--- config.mk ---
export PLATFORM = sky130hd
export DESIGN_NAME = mmio_bridge
export DESIGN_NICKNAME = d
export VERILOG_FILES = /design/src/rtl/mmio_bridge.sv
export SDC_FILE = /design/constraint.sdc
export NUM_CORES = 1
export LEC_CHECK = 0
export CORE_MARGIN = 10
export CORE_UTILIZATION = 56
export DETAILED_ROUTE_END_ITERATION = 10
export PLACE_DENSITY = 0.8
export SYNTH_ARGS = -nofsm -noshare
export SYNTH_HDL_FRONTEND = slang
export SYNTH_SLANG_ARGS = --single-unit
export TNS_END_PERCENT = 20
--- constraint.sdc ---
create_clock -name clk_in -period 4.4 [get_ports clk_in]
set_clock_uncertainty 0.2 [all_clocks]
set_input_delay 1.1 -clock clk_in [delete_from_list [all_inputs] [get_ports clk_in]]
set_output_delay 1.1 -clock clk_in [all_outputs]
set_load 0.01 [all_outputs]
--- src/rtl/mmio_bridge.sv ---
// mmio_bridge: decodes the CPU byte bus into the RAM and the I/O window.
// The I/O window is any address with cpu_a[17:16] == 2'b11, and the register is
// picked by cpu_a[2:0].
// The bridge owns the UART TX FIFO, the RX pop strobe, the free-running cycle
// counter with its read snapshot, and the program-stop pulse.
// Read data for both targets reaches the CPU exactly one cycle after the request.
module mmio_bridge #(
  parameter int          TX_DEPTH_BIT = 4,            // log2 of TX FIFO entries
  parameter int          FULL_MARGIN  = 2,            // free entries left when back-pressure asserts
  parameter int          RAM_ADDR_BIT = 17,           // RAM address width
  parameter logic [31:0] CNT_INIT     = 32'h0000_0000 // counter value loaded at reset (0 in normal use)
) (
  input  logic                    clk_in,
  input  logic                    rst_in,
  input  logic                    rdy_in,
  input  logic [31:0]             cpu_a,
  input  logic [7:0]              cpu_dout,
  input  logic                    cpu_wr,
  output logic [7:0]              cpu_din,
  output logic                    io_buffer_full,
  output logic [RAM_ADDR_BIT-1:0] ram_a,
  output logic [7:0]              ram_dout,
  output logic                    ram_wr,
  input  logic [7:0]              ram_din,
  input  logic [7:0]              rx_data,
  input  logic                    rx_empty,
  output logic                    rx_pop,
  output logic [7:0]              tx_data,
  output logic                    tx_valid,
  input  logic                    tx_ready,
  output logic                    program_stop,
  output logic                    tx_overflow
);

  // Source of the byte returned on the cycle after a read.
  typedef enum logic { SEL_RAM = 1'b0, SEL_IO = 1'b1 } sel_e;

  // I/O register offsets, decoded from cpu_a[2:0].
  localparam logic [2:0] OFS_RX    = 3'd0;  // RX pop on read, TX push on write
  localparam logic [2:0] OFS_CNT   = 3'd4;  // counter low byte and snapshot on read, stop on write
  localparam logic [2:0] OFS_SNAP1 = 3'd5;  // snapshot[15:8]
  localparam logic [2:0] OFS_SNAP2 = 3'd6;  // snapshot[23:16]
  localparam logic [2:0] OFS_SNAP3 = 3'd7;  // snapshot[31:24]

  localparam int unsigned              DEPTH    = 1 << TX_DEPTH_BIT;
  localparam logic [TX_DEPTH_BIT:0]    DEPTH_C  = DEPTH[TX_DEPTH_BIT:0];
  localparam logic [TX_DEPTH_BIT:0]    MARGIN_C = FULL_MARGIN[TX_DEPTH_BIT:0];
  localparam logic [TX_DEPTH_BIT-1:0]  PTR_ONE  = 1;

  // ---------------------------------------------------------------------------
  // Access decode
  // ---------------------------------------------------------------------------
  logic       w_is_io;
  logic       w_rd;
  logic       w_wr;
  logic       w_io_rd;
  logic       w_io_wr;
  logic [2:0] w_ofs;
  logic       w_snap_ld;
  logic       w_stop;
  logic       w_unused_addr;

  // An access is accepted only while rdy_in is high.
  // RAM sees the low address bits and the write data unconditionally.
  assign w_is_io   = (cpu_a[17:16] == 2'b11);
  assign w_rd      = rdy_in & ~cpu_wr;
  assign w_wr      = rdy_in &  cpu_wr;
  assign w_io_rd   = w_rd & w_is_io;
  assign w_io_wr   = w_wr & w_is_io;
  assign w_ofs     = cpu_a[2:0];
  assign w_snap_ld = w_io_rd & (w_ofs == OFS_CNT);
  assign w_stop    = w_io_wr & (w_ofs == OFS_CNT);

  assign ram_a    = cpu_a[RAM_ADDR_BIT-1:0];
  assign ram_dout = cpu_dout;
  assign ram_wr   = w_wr & ~w_is_io;

  // The RX head is consumed in the same cycle as the read that returns it.
  assign rx_pop = w_io_rd & (w_ofs == OFS_RX) & ~rx_empty;

  // The upper address bits take no part in the decode.
  assign w_unused_addr = ^cpu_a[31:18];

  // ---------------------------------------------------------------------------
  // Cycle counter and snapshot
  // ---------------------------------------------------------------------------
  logic [31:0] r_cnt;
  logic [31:0] r_snap;

  // Free-running counter: counts every clock regardless of rdy_in and wraps naturally.
  // A read of the low byte latches all 32 bits, so reads of the upper bytes stay consistent.
  // NOTE: clocked state uses non-blocking (<=) so every register samples pre-edge values.
  always_ff @(posedge clk_in or negedge rst_in) begin
    if (!rst_in) begin
      r_cnt  <= CNT_INIT;
      r_snap <= 32'h0000_0000;
    end else begin
      r_cnt <= r_cnt + 32'd1;
      if (w_snap_ld) begin
        r_snap <= r_cnt;
      end
    end
  end

  // ---------------------------------------------------------------------------
  // I/O read data and one-cycle read return path
  // ---------------------------------------------------------------------------
  logic [7:0] w_io_rdata;
  logic       r_rd_pend;
  sel_e       r_sel;
  logic [7:0] r_io;
  logic [7:0] r_din_hold;

  // Selects the I/O register addressed by the current request.
  // NOTE: the default assignment comes first, so every path drives w_io_rdata and no latch is inferred.
  always_comb begin
    w_io_rdata = 8'h00;
    unique case (w_ofs)
      OFS_RX:    w_io_rdata = rx_empty ? 8'h00 : rx_data;
      OFS_CNT:   w_io_rdata = r_cnt[7:0];
      OFS_SNAP1: w_io_rdata = r_snap[15:8];
      OFS_SNAP2: w_io_rdata = r_snap[23:16];
      OFS_SNAP3: w_io_rdata = r_snap[31:24];
      default:   w_io_rdata = 8'h00;
    endcase
  end

  // Captures the target and any I/O data of an accepted read.
  // r_din_hold keeps whatever was last shown, so cpu_din is stable between reads.
  always_ff @(posedge clk_in or negedge rst_in) begin
    if (!rst_in) begin
      r_rd_pend  <= 1'b0;
      r_sel      <= SEL_RAM;
      r_io       <= 8'h00;
      r_din_hold <= 8'h00;
    end else begin
      r_rd_pend  <= w_rd;
      r_din_hold <= cpu_din;
      if (w_rd) begin
        r_sel <= w_is_io ? SEL_IO : SEL_RAM;
        r_io  <= w_io_rdata;
      end
    end
  end

  // Presents the response of last cycle's read, otherwise holds the last value.
  always_comb begin
    cpu_din = r_din_hold;
    if (r_rd_pend) begin
      cpu_din = (r_sel == SEL_IO) ? r_io : ram_din;
    end
  end

  // ---------------------------------------------------------------------------
  // TX FIFO
  // ---------------------------------------------------------------------------
  logic [7:0]              r_mem [DEPTH];
  logic [TX_DEPTH_BIT-1:0] r_head;
  logic [TX_DEPTH_BIT-1:0] r_tail;
  logic [TX_DEPTH_BIT:0]   r_count;
  logic                    r_buf_full;
  logic                    r_ovf;
  logic                    r_stop;

  logic                    w_push;
  logic [7:0]              w_push_data;
  logic                    w_pop;
  logic                    w_full;
  logic                    w_push_ok;
  logic [TX_DEPTH_BIT:0]   w_count_nxt;
  logic [TX_DEPTH_BIT:0]   w_free_nxt;

  // A non-zero byte written to offset 0 is pushed and a zero byte there is dropped.
  // A stop write always pushes the 0x00 marker.
  // A pop in the same cycle frees a slot, so a push into a full FIFO still lands.
  assign w_push      = w_stop | (w_io_wr & (w_ofs == OFS_RX) & (cpu_dout != 8'h00));
  assign w_push_data = w_stop ? 8'h00 : cpu_dout;
  assign w_pop       = tx_valid & tx_ready;
  assign w_full      = (r_count == DEPTH_C);
  assign w_push_ok   = w_push & (~w_full | w_pop);
  assign w_count_nxt = r_count
                     + {{TX_DEPTH_BIT{1'b0}}, w_push_ok}
                     - {{TX_DEPTH_BIT{1'b0}}, w_pop};
  assign w_free_nxt  = DEPTH_C - w_count_nxt;

  // Writes the pushed byte into the FIFO storage.
  // NOTE: the FIFO storage has no reset; count and pointers define which entries are valid.
  always_ff @(posedge clk_in) begin
    if (w_push_ok) begin
      r_mem[r_tail] <= w_push_data;
    end
  end

  // Updates pointers, occupancy, sticky overflow, back-pressure and the stop pulse.
  // io_buffer_full looks ahead to the next count, so it is registered in step with that count.
  always_ff @(posedge clk_in or negedge rst_in) begin
    if (!rst_in) begin
      r_head     <= '0;
      r_tail     <= '0;
      r_count    <= '0;
      r_buf_full <= 1'b0;
      r_ovf      <= 1'b0;
      r_stop     <= 1'b0;
    end else begin
      if (w_pop) begin
        r_head <= r_head + PTR_ONE;
      end
      if (w_push_ok) begin
        r_tail <= r_tail + PTR_ONE;
      end
      if (w_push & ~w_push_ok) begin
        r_ovf <= 1'b1;
      end
      r_count    <= w_count_nxt;
      r_buf_full <= (w_free_nxt <= MARGIN_C);
      r_stop     <= w_stop;
    end
  end

  assign tx_valid       = (r_count != '0);
  assign tx_data        = tx_valid ? r_mem[r_head] : 8'h00;
  assign io_buffer_full = r_buf_full;
  assign tx_overflow    = r_ovf;
  assign program_stop   = r_stop;

endmodule
==> results of run 1 <==
==> synth_stat cells (13+ instances only) <==
cell	instances	share of area
mux2i_1	32	0.033
nand4_1	15	0.0098
edfxtp_1	128	0.40
inv_1	16	0.0063
dfrtp_1	90	0.24
mux4_2	35	0.082
nand3_1	15	0.0079
buf_4	31	0.024
nor2_1	17	0.0067
nand2_1	26	0.010
xnor2_1	35	0.032
and3_1	23	0.015
mux2_1	21	0.025
a21oi_1	15	0.0079
ha_1	13	0.017
==> power by group through the flow <==
stage	Sequential, mW	Combinational (mW)	Clock (mW)
final	2.39	1.46	1.88
after global routing	2.41	1.59	1.99
after CTS	2.39	1.48	1.90
after detailed placement	2.43	1.46	0
after global placement	2.42	1.41	0
after floorplan	2.33	1.05	0
==> final timing paths <==
check	depth (start not counted)	end	startpoint	slack, ns
min	1	r_cnt[31]	r_cnt[31]	0.27
min in group asynchronous	1	r_cnt[12]	rst_in	0.45
max	5	tx_data[0]	r_head[0]	0.29
max in group asynchronous	2	r_io[7]	rst_in	2.81
min reg2reg	1	r_cnt[31]	r_cnt[31]	0.27
max reg2reg	14	io_buffer_full	r_count[3]	0.72
==> flip-flops by register name, indices dropped and copies added (netlist names) <==
signal,cells
r_mem,128
r_cnt,32
r_snap,24
r_din_hold,8
r_io,8
r_count,5
r_head,4
r_tail,4
io_buffer_full,1
program_stop,1
r_rd_pend,1
r_sel,1
tx_overflow,1
==> worst max-delay path, cell delays in order (launching register included) <==
cell and delay (ns):
dfrtp_2 0.66, buf_12 0.28, mux4_2 0.51, mux2i_1 0.20, o22ai_1 0.15, clkdlybuf4s50_1 0.51
==> final cells by class <==
cell class | count | area share
tap | 220 | 0.0247
timing repair buffer | 93 | 0.0789
sequential | 218 | 0.547
inverter | 16 | 0.00539
multi-input combinational | 334 | 0.277
clock inverter | 12 | 0.0107
clock buffer | 29 | 0.0555
==> cells by family (layout without fill, tap and decap cells) <==
family          Yosys count  count (layout)  share of synthesized area
compound gates           46              46                     0.0281
xor+xnor                 39              39                     0.0357
fa+ha+maj                14              14                     0.0191
buf+inv                  65             150                     0.0395
flops                   218             218                      0.637
mux                      94              94                      0.149
simple gates            141             141                     0.0908
==> metal layers <==
| metal | wire [um] | global-route usage |
|---|---|---|
| met5 | 0 | 0 |
| met4 | 397 | 0.0486 |
| met3 | 1410 | 0.0363 |
| met2 | 10500 | 0.323 |
| met1 | 7880 | 0.218 |
==> impl_metrics.yaml, run 1 <==
run_status:
  status: "finished clean"
pwr:
  p_comb_frac: 0.254
  cell_internal_pwr_mw: 4.15
  max-vdd-ir-drop_uv: 389
  switching_share: 0.276
  seqPwrFrac: 0.417
  power.share.clock: 0.329
  switchingPower_mw: 1.58
  power_mw: 5.73
  p_per_area_nw_per_um2: 514
  leakage_nw: 4.39
detailed_routing:
  ant_nets: 0
  routed_via_density: 5.95
  dr.pass1.iters: 5
  post-route-drc-count: 0
  wl_per_cell_um: 21.9
  drt-total-wl_um: 20200
  vias: 5485
  drt_iter0_drc: 386
finish:
  drive_gt1_frac: 0.158
  final_nets: 762
  area.sequential_sq_um: 6100
  design_area_sq_um: 11100
  utilization: 0.669
  layout_commonest_cell: "edfxtp_1"
  multiInputGateArea_sq_um: 3090
  final_cell_mix: "edfxtp_1 (128), dfrtp_1 (89), clkdlybuf4s50_1 (67)"
  areaGrowthSynthToFinish_pct: 16.5
  fillers: 1083
  instances_no_fill: 922
  diodes: 0
placed_design:
  placed_cells: 881
  hpwl_um: 13800
  io_buffers: 68
  gp_congestion: 0.799
  dpl_cell_area_sq_um: 10400
  place_ws_ns: -0.0972
clock_tree:
  cts_root_buffer: "clkbuf_16"
  clkTransAtPathRegs_ns: 0.06
  cts_setup_buffers: 0
  postCtsHoldBufs: 0
  numCtsBuffers: 23
  cts_htree_levels: 1
  cts_tree: "done"
  cts.repair.resized: 0
  clockBufferDepth: 3
  cts_sinks: 218
  insertion_delay_ns: 0.50
timing:
  final_max_slew_viol_count: 0
  period_share: 0.934
  maxSlewHeadroom: 0.319
  rsz0062_at_grt: "false"
  min_period_ns: 4.11
  fin_ws_ns: 0.292
  fmax_mhz: 243
  setup_violations: 0
  hold_ws_ns: 0.274
  finalHoldViolCount: 0
  tightestPinTransition_ns: 1.02
  setup_tns_ns: 0
synthesis:
  async_reset_ff_frac: 0.413
  avgSynthCellArea_sq_um: 15.5
  synth_seq_cells: 218
  syn_area_sq_um: 9560
  syn_nets: 693
  postSynthCellCount: 617
  ys_types: 48
  synth_warnings: 0
  ys.flop_type: "edfxtp_1"
  ys_seq_area_frac: 0.637
  synth_edf_count: 128
die:
  row_count: 47
  initial_utilization: 0.575
  core_sq_um: 16600
  io_pins: 109
  dieWidth_um: 151
  dieArea_sq_um: 22700
  die_y_um: 151
hold_path:
  hold_path.class: "flip-flop to flip-flop"
global_route:
  grt.total_usage: 0.181
  grt_max_degree: 56
  antenna_found_initial: 0
  grt_pass1_vias: 5785
  grt_pass1_wl_um: 31900
  grt_overflow_total: 0
setup_path:
  cp.required_ns: 3.10
  worstSetupPathType: "flip-flop to primary output"
  worstPathMaxFanout: 23
  cp-end-kind: "primary output"
  cp.arrival_ns: 2.81
  start_kind: "flip-flop"
run:
  drv_cap: 0
Note: power is estimated with default switching activity, not from simulation.
==> run 2: changes to the inputs <==
--- a/config.mk
+++ b/config.mk
@@ -5,8 +5,9 @@
 export SDC_FILE = /design/constraint.sdc
 export NUM_CORES = 1
 export LEC_CHECK = 0
+export ABC_AREA = 1
 export CORE_MARGIN = 10
-export CORE_UTILIZATION = 56
+export CORE_UTILIZATION = 57
 export DETAILED_ROUTE_END_ITERATION = 10
 export PLACE_DENSITY = 0.8
 export SYNTH_ARGS = -nofsm -noshare
==> run 2 against run 1 <==
Net effect: clock power up 2%; combinational power up 25%; largest cell class unchanged; final cell count increased by 50%; register-to-register slack better by 0.20 ns; non-clock buffer count rose by 5; area after synthesis rose by 6.6%; total power is 6.1% higher; largest power group unchanged; critical path type is now primary input to primary output; sequential share of layout area shrank 2.8 points; critical path depth grew 3.
==> impl_metrics.yaml, run 2 <==
run_status:
  status: "finished clean"
clock_tree:
  cts_tree: "done"
  insertion_delay_ns: 0.51
  cts_setup_buffers: 0
  clockBufferDepth: 3
  cts.repair.resized: 0
  cts_htree_levels: 1
  numCtsBuffers: 23
  cts_sinks: 218
  clkTransAtPathRegs_ns: 0.06
  postCtsHoldBufs: 0
  cts_root_buffer: "clkbuf_16"
finish:
  fillers: 1287
  drive_gt1_frac: 0.0762
  largest_register: "r_mem"
  diodes: 0
  utilization: 0.674
  largest_reg_flops: 128
  final_nets: 1215
  layout_commonest_cell: "nand2_1"
  areaGrowthSynthToFinish_pct: 15.1
  instances_no_fill: 1380
  largestRegisters: "r_mem: 128 flops, r_cnt: 32 flops, r_snap: 24 flops"
  final_cell_mix: "nand2_1 (367), nand3_1 (130), edfxtp_1 (128)"
detailed_routing:
  vias: 7514
  post-route-drc-count: 0
  routed_via_density: 5.44
  dr.pass1.iters: 5
  wl_per_cell_um: 16.7
  ant_nets: 0
  drt-total-wl_um: 23100
  drt_iter0_drc: 626
placed_design:
  place_ws_ns: 0.181
  hpwl_um: 16100
  gp_congestion: 0.915
  io_buffers: 68
  placed_cells: 1339
die:
  io_pins: 109
  initial_utilization: 0.586
  die_y_um: 154
  dieWidth_um: 154
  dieArea_sq_um: 23600
  core_sq_um: 17400
  row_count: 48
synthesis:
  synth_top_cell_by_area: "edfxtp_1"
  avgSynthCellArea_sq_um: 9.44
  ys.flop_type: "edfxtp_1"
  synthTopCellsByCount: "nand2_1 (367), nand3_1 (130), edfxtp_1 (128)"
  synth_top_area_frac: 0.377
  syn_nets: 1156
  async_reset_ff_frac: 0.413
  synth_seq_cells: 218
  synth_edf_count: 128
  syn_area_sq_um: 10200
  synth_area_leaders: "edfxtp_1 (38%), dfrtp_1 (22%), nand2_1 (14%), nand3_1 (6.4%), nor2_1 (3.1%)"
  postSynthCellCount: 1080
  ys_seq_area_frac: 0.598
  synth_most_common_cell: "nand2_1"
  synth_warnings: 0
  ys_types: 34
pwr:
  max-vdd-ir-drop_uv: 537
  p_per_area_nw_per_um2: 518
  leakage_nw: 4.84
global_route:
  grt_pass1_wl_um: 37600
  grt.total_usage: 0.192
  grt_overflow_total: 0
  grt_pass1_vias: 7436
  antenna_found_initial: 0
  grt_max_degree: 59
setup_path:
  path_delay_family: "buffers and inverters"
  crit_buf_inv: 5
  cp.arrival_ns: 2.81
  start_kind: "primary input"
  cp-end-kind: "primary output"
  worstSetupPathType: "primary input to primary output"
  worstPathMaxFanout: 9
  cpMaxStageDelayCell: "clkdlybuf4s50_1"
  max_stage_delay_ns: 0.59
  crit_path_cell_trace: "clkdlybuf4s50_1 > inv_2 > nor2_2 > inv_2 > nor2_2 > inv_1 > nor3_1 > clkdlybuf4s50_1"
  cp.required_ns: 3.10
timing:
  min_period_ns: 4.11
  period_share: 0.933
  fin_ws_ns: 0.295
  setup_tns_ns: 0
  fmax_mhz: 244
  rsz0062_at_grt: "false"
  final_max_slew_viol_count: 0
  setup_violations: 0
  finalHoldViolCount: 0
  tightestPinTransition_ns: 1.26
  maxSlewHeadroom: 0.156
run:
  drv_cap: 0
hold_path:
  hold_path.class: "flip-flop to flip-flop"
## run 2: changes by cell type after synthesis, sizes merged, moves of 11 or more
cell | previous run | this run
and2 | 11 | 0
xnor2 | 35 | 4
mux4 | 36 | 0
mux2i | 32 | 0
nor2 | 18 | 89
nand2 | 27 | 370
o22ai | 12 | 0
nand3 | 15 | 136
xor2 | 4 | 21
inv | 16 | 77
o21ai | 10 | 22
and3 | 23 | 1
mux2 | 26 | 0
buf | 42 | 53
## run 2: path summary, 6_finish.rpt
kind / startpoint / depth (start not counted) / slack (ns) / to
min in group asynchronous: rst_in / 1 / 0.45 / r_din_hold[7]
hold / removal: tx_overflow / 2 / 0.28 / tx_overflow
setup / recovery: rdy_in / 8 / 0.29 / rx_pop
hold reg to reg: tx_overflow / 2 / 0.28 / tx_overflow
max in group asynchronous: rst_in / 2 / 2.77 / r_tail[0]
setup reg to reg: r_count[3] / 18 / 0.92 / io_buffer_full
## run 2: metal layers
metal | global-route usage | share of wire
met1 | 0.237 | 0.40
met2 | 0.342 | 0.52
met4 | 0.0580 | 0.023
met3 | 0.0276 | 0.058
met5 | 0 | 0
## run 2: stage by stage
| stage | power, mW | hold WS, ns | cell area, sq um |
|---|---|---|---|
| 2_1_floorplan | 3.56 | 0.241 | 10200 |
| 3_3_place_gp | 4.13 | 0.253 | 11000 |
| 3_5_place_dp | 4.19 | 0.261 | 11000 |
| 4_1_cts | 6.12 | 0.282 | 11700 |
| 5_1_grt | 6.42 | 0.304 | 11700 |
| 6_report | 6.08 | 0.275 | 11700 |
## run 2: logic make-up after synthesis
kind of cell    after synthesis  share of synthesized area
buf+inv                     145                     0.0691
xor+xnor                     25                     0.0215
flops                       218                      0.598
compound gates               50                     0.0270
fa+ha+maj                    14                     0.0179
simple gates                628                      0.267
## run 2: worst min-delay path: cells and delay by family (launching register included)
family	cells	cell delay [ns]
simple gates	1	0.05
flops	1	0.35
buf+inv	1	0.04
## run 2: layout make-up
type / count / area [sq um] / share of cell area
clock buffers: 29 / 608 / 0.0518
multi-input cells: 717 / 3400 / 0.290
repair buffers: 98 / 903 / 0.0770
inverters: 81 / 304 / 0.0259
clock inverters: 12 / 144 / 0.0123
flip-flops and latches: 218 / 6100 / 0.520
well taps: 225 / 282 / 0.0240
## run 2: where the power goes
part / switching (mW) / internal (mW) / leakage [nW] / total (mW)
registers: 0.0757 / 2.25 / 2.32 / 2.33
clock network: 0.766 / 1.16 / 0.359 / 1.92
logic: 1.14 / 0.690 / 2.16 / 1.83
